### src/rtl/filtro_fir_mac.sv
// Sequential single-multiplier FIR filter.
// An accepted sample is shifted into the tap delay line. One saturating
// multiply-accumulate then runs per clock over all taps, and the result is
// presented on y_out with a one-cycle y_valid pulse.
//
// state   | meaning
// --------+-----------------------------------------------------------
// ST_IDLE | waiting for x_valid; delay line and y_out hold
// ST_MAC  | one tap per clock: acc <- sat_add(acc, sat(d[k]*c[k] >>> pf))
// ST_OUT  | acc copied to y_out, y_valid pulsed, back to ST_IDLE
module filtro_fir_mac #(
  parameter int size = 22,
  parameter int pf   = 14,
  parameter int taps = 4
) (
  input  logic                     clk,
  input  logic                     rst,
  input  logic signed [size-1:0]   x_in,
  input  logic                     x_valid,
  input  logic [taps*size-1:0]     coef,
  output logic signed [size-1:0]   y_out,
  output logic                     y_valid,
  output logic                     busy
);

  localparam int KW = (taps > 1) ? $clog2(taps) : 1;
  localparam logic [KW-1:0] K_LAST = KW'(taps - 1);
  localparam logic signed [size-1:0] MAX_V = {1'b0, {(size-1){1'b1}}};
  localparam logic signed [size-1:0] MIN_V = {1'b1, {(size-1){1'b0}}};

  typedef enum logic [1:0] {
    ST_IDLE = 2'd0,
    ST_MAC  = 2'd1,
    ST_OUT  = 2'd2
  } state_t;

  state_t                 state_q, state_d;
  logic signed [size-1:0] d_q [taps];
  logic signed [size-1:0] d_d [taps];
  logic signed [size-1:0] acc_q, acc_d;
  logic [KW-1:0]          k_q, k_d;
  logic signed [size-1:0] y_out_q, y_out_d;
  logic                   y_valid_q, y_valid_d;

  logic signed [size-1:0]   c_arr [taps];
  logic signed [size-1:0]   d_sel, c_sel;
  logic signed [2*size-1:0] d_ext, c_ext, prod, prod_sh;
  logic signed [size-1:0]   q_sat, sum_wrap, acc_next;
  logic                     q_in_range;

  // Unpack the flat coefficient bus into one word per tap
  always_comb begin
    for (int i = 0; i < taps; i++) begin
      c_arr[i] = coef[i*size +: size];
    end
  end

  // Datapath for the current tap: full product, scale, saturate, accumulate
  always_comb begin
    d_sel   = d_q[k_q];
    c_sel   = c_arr[k_q];
    d_ext   = d_sel;
    c_ext   = c_sel;
    prod    = d_ext * c_ext;
    prod_sh = prod >>> pf;
    // shifted product fits in size bits only if its top size+1 bits agree
    q_in_range = (prod_sh[2*size-1:size-1] == {(size+1){1'b0}}) ||
                 (prod_sh[2*size-1:size-1] == {(size+1){1'b1}});
    if (q_in_range) begin
      q_sat = prod_sh[size-1:0];
    end else if (prod[2*size-1]) begin
      q_sat = MIN_V;
    end else begin
      q_sat = MAX_V;
    end
    sum_wrap = acc_q + q_sat;
    if ((acc_q[size-1] == q_sat[size-1]) && (sum_wrap[size-1] != acc_q[size-1])) begin
      acc_next = acc_q[size-1] ? MIN_V : MAX_V;
    end else begin
      acc_next = sum_wrap;
    end
  end

  // Next-state and output logic of the sequencing FSM
  always_comb begin
    state_d   = state_q;
    d_d       = d_q;
    acc_d     = acc_q;
    k_d       = k_q;
    y_out_d   = y_out_q;
    y_valid_d = 1'b0;
    unique case (state_q)
      ST_IDLE: begin
        if (x_valid) begin
          for (int i = taps - 1; i > 0; i--) begin
            d_d[i] = d_q[i-1];
          end
          d_d[0]  = x_in;
          acc_d   = '0;
          k_d     = '0;
          state_d = ST_MAC;
        end
      end
      ST_MAC: begin
        acc_d = acc_next;
        if (k_q == K_LAST) begin
          state_d = ST_OUT;
        end else begin
          k_d = k_q + KW'(1);
        end
      end
      ST_OUT: begin
        y_out_d   = acc_q;
        y_valid_d = 1'b1;
        state_d   = ST_IDLE;
      end
      default: begin
        state_d = ST_IDLE;
      end
    endcase
  end

  // State register; reset aborts any sample in flight and clears the delay line
  always_ff @(posedge clk or negedge rst) begin
    if (!rst) begin
      state_q   <= ST_IDLE;
      for (int i = 0; i < taps; i++) begin
        d_q[i] <= '0;
      end
      acc_q     <= '0;
      k_q       <= '0;
      y_out_q   <= '0;
      y_valid_q <= 1'b0;
    end else begin
      state_q   <= state_d;
      d_q       <= d_d;
      acc_q     <= acc_d;
      k_q       <= k_d;
      y_out_q   <= y_out_d;
      y_valid_q <= y_valid_d;
    end
  end

  assign y_out   = y_out_q;
  assign y_valid = y_valid_q;
  assign busy    = (state_q != ST_IDLE);

endmodule
### config.mk
export PLATFORM = sky130hd
export DESIGN_NAME = filtro_fir_mac
export DESIGN_NICKNAME = d
export VERILOG_FILES = /design/src/rtl/filtro_fir_mac.sv
export SDC_FILE = /design/constraint.sdc
export NUM_CORES = 2
export LEC_CHECK = 0
export CAP_MARGIN = 20
export CORE_MARGIN = 2
export CORE_UTILIZATION = 41
export CTS_CLUSTER_DIAMETER = 40
export DETAILED_ROUTE_END_ITERATION = 12
export GPL_TIMING_DRIVEN = 0
export SLEW_MARGIN = 0
export SYNTH_ARGS = -nofsm -noshare
export SYNTH_HDL_FRONTEND = slang
export SYNTH_SLANG_ARGS = --single-unit
### constraint.sdc
create_clock -name clk -period 34.3 [get_ports clk]
set_clock_uncertainty 0.05 [all_clocks]
set_input_delay 3.43 -clock clk [delete_from_list [all_inputs] [get_ports clk]]
set_output_delay 3.43 -clock clk [all_outputs]
set_load 0.03 [all_outputs]
-- Word-level counts from Yosys, hierarchy flattened
Index checks and enable logic that the tools add are counted.
- mux-type cells: 19
- bitwise gates (word level): 1
- reductions and logical operators: 10
- $mul: 1
- magnitude comparators: 1
- $add $sub $neg: 2
- equal/unequal tests: 9
- operators by type and width (operator ; count):
    22-bit 2-to-1 mux ; 9
    22-bit binary-select mux with 2-bit select ; 2
    22-bit by 22-bit multiplier with 44-bit output ; 1
    22-bit one-hot mux with 2 select lines ; 1
    23-bit equality test (second input constant) ; 1
    23-bit zero test ; 1
    22-bit adder ; 1
    2-bit 2-to-1 mux ; 4
    2-bit one-hot mux with 2 select lines ; 2
    2-bit != test (second input constant) ; 3
    2-bit AND reduction ; 3
    2-bit equality test (second input constant) ; 2
    2-bit nonzero test ; 2
    3-bit >= comparator (second input constant) ; 1
    2-bit inverter with 3-bit output ; 1
    3-bit AND reduction ; 1
    2-bit by 1-bit adder with 2-bit output (second input constant) ; 1
    2-bit by 1-bit equality test with 1-bit output (second input constant) ; 1
    2-bit zero test ; 1
    1-bit equality test ; 1
    1-bit logical AND ; 1
    1-bit logical OR ; 1
    1-bit 2-to-1 mux ; 1
    1-bit != test ; 1
- input port bits: 113
- output and inout port bits: 24
- bits in registers: 137
- word-level logic and storage cells: 52

-- Longest topological paths before layout
- depth after elaboration: 13
- mapped depth: 48

-- Worst setup path after synthesis
No wires, ideal clock.
- path type: in2reg
- start: input coef[23]
- end: register acc_q[20]
- buffers on the path: 3
- cell stages on the path: 41
- slack: 20.782 ns
- data arrival time: 13.332 ns
- path through: mux4_2 -> clkbuf_1 -> nand2_1 -> fa_1 -> inv_1 -> fa_1 -> inv_1 -> fa_1 -> inv_1 -> fa_1 -> fa_1 -> fa_1 -> inv_1 -> fa_1 -> inv_1 -> ha_1 -> clkbuf_1 -> a21oi_1 -> [5 not listed] -> a31oi_1 -> and4_1 -> a41oi_2 -> buf_2 -> o21a_1 -> ha_1 -> inv_1 -> fa_1 -> nor2b_1 -> o21ai_1 -> a21boi_1 -> o211ai_1 -> a31oi_1 -> nor4bb_1 -> nor4_1 -> nor3_1 -> a2111oi_0 -> o211ai_2
- cells in the longest elaborated chain, start to end: 12
- elaborated cells between the ends (all ways): 15
- classes of those cells: add/sub (1); mul (1); eq/ne (3); mux (7); reduce/logical (3)
- ends and longest elaborated chain (element ; RTL line ; RTL):
    start: declaration ; 20 ; input logic [taps*size-1:0] coef,
    22-bit binary-select mux with 2-bit select (*) ; 61 ; c_sel = c_arr[k_q];
    22-bit 2-to-1 mux (not written as such) (*) (2 in a row) ; 61 ;
    22-bit by 22-bit multiplier with 44-bit output (*) ; 64 ; prod = d_ext * c_ext;
    23-bit equality test or 23-bit zero test (tied branches) ; 68, 67 ;
    1-bit logical OR ; 67 ; q_in_range = (prod_sh[2*size-1:size-1] == {(size+1){1'b0}}) ||
    22-bit 2-to-1 mux (*) ; 69 ; if (q_in_range) begin
    22-bit adder ; 76 ; sum_wrap = acc_q + q_sat;
    1-bit != test ; 77 ; if ((acc_q[size-1] == q_sat[size-1]) && (sum_wrap[size-1] != acc_q[size-1])) begin
    1-bit logical AND ; 77 ;
    22-bit 2-to-1 mux (*) ; 77 ;
    22-bit one-hot mux with 2 select lines (*) ; 92 ; unique case (state_q)
    end signal: assignment ; 130 ; acc_q <= '0;
    end signal: assignment ; 137 ; acc_q <= acc_d;
    end: declaration ; 40 ; logic signed [size-1:0] acc_q, acc_d;
Mark *: on every way between the ends. The rest lies on a longest branch, timed or not. The select of a mux whose other input is x is not followed.
A chain may end at the register's enable or synchronous reset.

-- Worst setup path after layout
- start: input coef[67]
- end: register acc_q[20]
The elaborated chain is that of the path after synthesis.

==> parameters.txt <==
Parameter                              Value

CTS
  Master cell of the clock root buffer ... sky130_fd_sc_hd__clkbuf_16
  Number of levels the H-tree was split into ... 4
  Clock transition time at the flip-flop clock pins of the worst setup and hold paths ... 0.06 ns
  Cts-stage hold buffer count ... 0
  CTS tree ... built
  Clk Latency, worst-skew pair ... 0.43 ns
  Clock sink count ... 137
  Maximum count of clock buffers along a single path ... 2
  Total CTS buffers ... 17
  Post-cts resize count ... 0
  Number of buffers added for setup after CTS ... 0

Logic synthesis
  Count of flip-flops with a built-in enable after synthesis ... 0
  Register bit count reported by yosys ... 137
  Portion of the post-synthesis area used by sequential elements ... 0.135
  Most area-hungry cell type in the Yosys netlist ... sky130_fd_sc_hd__fa_1
  Cell Area, Synth ... 25500 µm²
  Number of warnings printed during yosys synthesis ... 0
  Prevailing post-synth register cell ... sky130_fd_sc_hd__dfrtp_1
  Net count after synthesis ... 3444
  Most used standard cell by instance count after synthesis ... sky130_fd_sc_hd__inv_1
  Count of cell types in the netlist ... 74
  Commonest cells post-synth ... sky130_fd_sc_hd__inv_1, sky130_fd_sc_hd__fa_1, sky130_fd_sc_hd__nand2_1
  Dominant cells by area after synthesis ... sky130_fd_sc_hd__fa_1, sky130_fd_sc_hd__dfrtp_1, sky130_fd_sc_hd__ha_1
  Post-synthesis average cell area ... 9.51 µm²
  FFs w/ async S/R, synth ... 1.00
  Post-synth top area share ... 0.394
  Cell count after synthesis ... 2676

Layout
  Utilization after layout ... 0.465
  Layout-stage area growth over the synthesis result ... 12.6%
  Total of fill cells in the finished design ... 5934
  Antenna fix cells ... 0
  Final non-filler cell area ... 28700 µm²
  Layout cells sized above 1 ... 0.0845
  Layout net count ... 3620

Worst setup path
  Req. time, crit path ... 34.55 ns
  Crit path top cell by count ... sky130_fd_sc_hd__fa_1
  Slowest cell on crit path ... sky130_fd_sc_hd__fa_1
  Launching point of the worst reg2reg path ... k_q[1]$_DFFE_PN0P_
  Startpoint class of the critical path ... input pin
  R2R cell count ... 44
  Crit path largest cell delay ... 1.00 ns
  Crit path max fanout ... 10
  Setup slack of the worst register-to-register path ... 19.75 ns
  Crit Path Class ... in2reg
  Critical path capture point type ... register
  Endpoint of the worst-slack reg-to-reg timing path ... acc_q[20]$_DFFE_PN0P_
  Endpoint arrival time on the critical path ... 16.12 ns

Detailed routing
  Via count of the routed design ... 19800
  Via/cell ratio ... 5.36
  Initial DRC count ... 1373
  Wire length after detailed routing ... 82.3 mm
  Antenna Violating Nets Remaining ... 0
  First-pass iteration count of the detailed router ... 6
  Mean routed wirelength per cell ... 22.2 µm
  Number of remaining DRC errors ... 0

Outcome
  Status ... finished clean

Die
  Overall die height ... 253 µm
  Row count ... 91
  Placeable core region ... 61600 µm²
  X dimension of the die ... 253 µm
  Die outline area ... 64100 µm²
  I/O Pins ... 137
  Initial cell density of the core ... 0.413

Run
  Reported max-cap violation count ... 0

GRT
  Via count of the first global-routing pass ... 21600
  Initial antenna violation count ... 2
  Global routing usage summed across all routing layers ... 0.270
  Global-route wire length before repair ... 129 mm
  Largest net degree at the start of global routing ... 104
  Remaining Overflow, GRT ... 0

Worst hold path
  Hold-critical path depth ... 1
  Hold Path Origin ... y_out[8]$_DFFE_PN0P_
  Endpoint, Worst Hold ... y_out[8]$_DFFE_PN0P_
  Worst min-delay path category ... reg2reg

STA
  Achievable frequency ... 63.0 MHz
  Tightest Pin Transition ... 1.25 ns
  Tightest slew margin relative to the limit ... 0.161
  Fin crit share ... 0.463
  Number of setup violations in the final report ... 0
  Setup WS post-layout ... 18.43 ns
  Accumulated negative setup slack ... 0 ns
  Final count of pins violating max slew ... 0
  Number of hold-slack violations in the final timing report ... 0
  Unrepaired setup endpoints after global routing ... false
  Time the final worst path needs with I/O delays and setup ... 15.87 ns

Place
  Dpl ws ... 18.21 ns
  Gp weighted congestion ... 1.04
  Buffers added on ports ... 136
  Placed wire-length estimate ... 69.9 mm
  Placed cell areas ... 28100 µm²
-- sequential cells by signal, summed over array words and instances (netlist names) --
name	cells
d_q	88
y_out	22
state_q	2
y_valid	1
k_q	2
acc_q	22
-- metal layers --
layer | share of wire | vias up | track usage
met4 | 0.037 | 4 | 0.0901
met5 | 0.00026 | - | 0
li1 | - | 8677 | -
met1 | 0.41 | 10200 | 0.359
met3 | 0.079 | 152 | 0.0549
met2 | 0.47 | 794 | 0.442
-- critical path, delay by kind of cell --
| kind | cells | cell delay [ns] |
|---|---|---|
| simple gates | 11 | 2.41 |
| compound gates | 10 | 2.41 |
| buf+inv | 10 | 2.41 |
| fa+ha+maj | 10 | 5.12 |
| mux | 1 | 0.31 |
-- how the worst max path moves through the flow --
| stage | startpoint | to | slack [ns] | cells past startpoint |
|---|---|---|---|---|
| after detailed placement | coef[67] | acc_q[20]$_DFFE_PN0P_ | 18.21 | 42 |
| after CTS | coef[67] | acc_q[20]$_DFFE_PN0P_ | 18.60 | 42 |
| after global routing | coef[67] | acc_q[20]$_DFFE_PN0P_ | 17.64 | 42 |
| after floorplan | coef[23] | acc_q[20]$_DFFE_PN0P_ | 20.78 | 41 |
| final | coef[67] | acc_q[20]$_DFFE_PN0P_ | 18.43 | 42 |
| after global placement | coef[1] | acc_q[9]$_DFFE_PN0P_ | 18.39 | 40 |
-- area by class of cell --
| class | instances | area [µm²] | share of cell area |
|---|---|---|---|
| buffer | 115 | 458 | 0.0160 |
| multi-input combinational | 1916 | 19700 | 0.686 |
| tap | 837 | 1050 | 0.0365 |
| clock inverter | 12 | 141 | 0.00493 |
| sequential | 137 | 3430 | 0.120 |
| inverter | 508 | 1910 | 0.0665 |
| timing repair buffer | 157 | 1570 | 0.0549 |
| clock buffer | 20 | 437 | 0.0152 |
-- cell families after synthesis --
| group | share of synthesized area |
|---|---|
| xor gates and xnor gates | 0.0189 |
| AOI/OAI and AO/OA | 0.0752 |
| adders and majority gates | 0.470 |
| and+or+nand+nor | 0.119 |
| buffers and inverters | 0.0929 |
| DFF | 0.135 |
| muxes | 0.0893 |
-- metrics by stage --
stage / cells / hold slack (ns)
2_1_floorplan: 2676 / 0.430
3_3_place_gp: 3649 / 0.439
3_5_place_dp: 3668 / 0.444
4_1_cts: 3700 / 0.459
5_1_grt: 3702 / 0.470
6_report: 3702 / 0.457
-- cell usage in the layout, fill, tap and decap left out, drive strengths merged, types with 4 or more instances in the layout --
master / instances
o21a: 51
a31o: 4
a21o: 23
or2: 8
nand4: 13
a21boi: 4
nand2: 344
a211oi: 10
clkbuf: 114
a21oi: 55
clkdlybuf4s50: 135
xor2: 20
nor4: 4
mux2i: 36
nand2b: 13
o41ai: 4
o21ai: 72
fa: 501
nor2: 260
dfrtp: 137
and2: 30
a31oi: 5
o211ai: 15
inv: 511
buf: 43
mux2: 146
clkinv: 6
nor2b: 10
and3: 6
nor3: 15
nand3: 13
or3: 5
xnor2: 35
mux4: 12
o21bai: 8
ha: 154
o31ai: 7
Power is left out: the tool's default activity adds up to more than one toggle a clock period on the data nets, which glitch-free logic cannot reach.
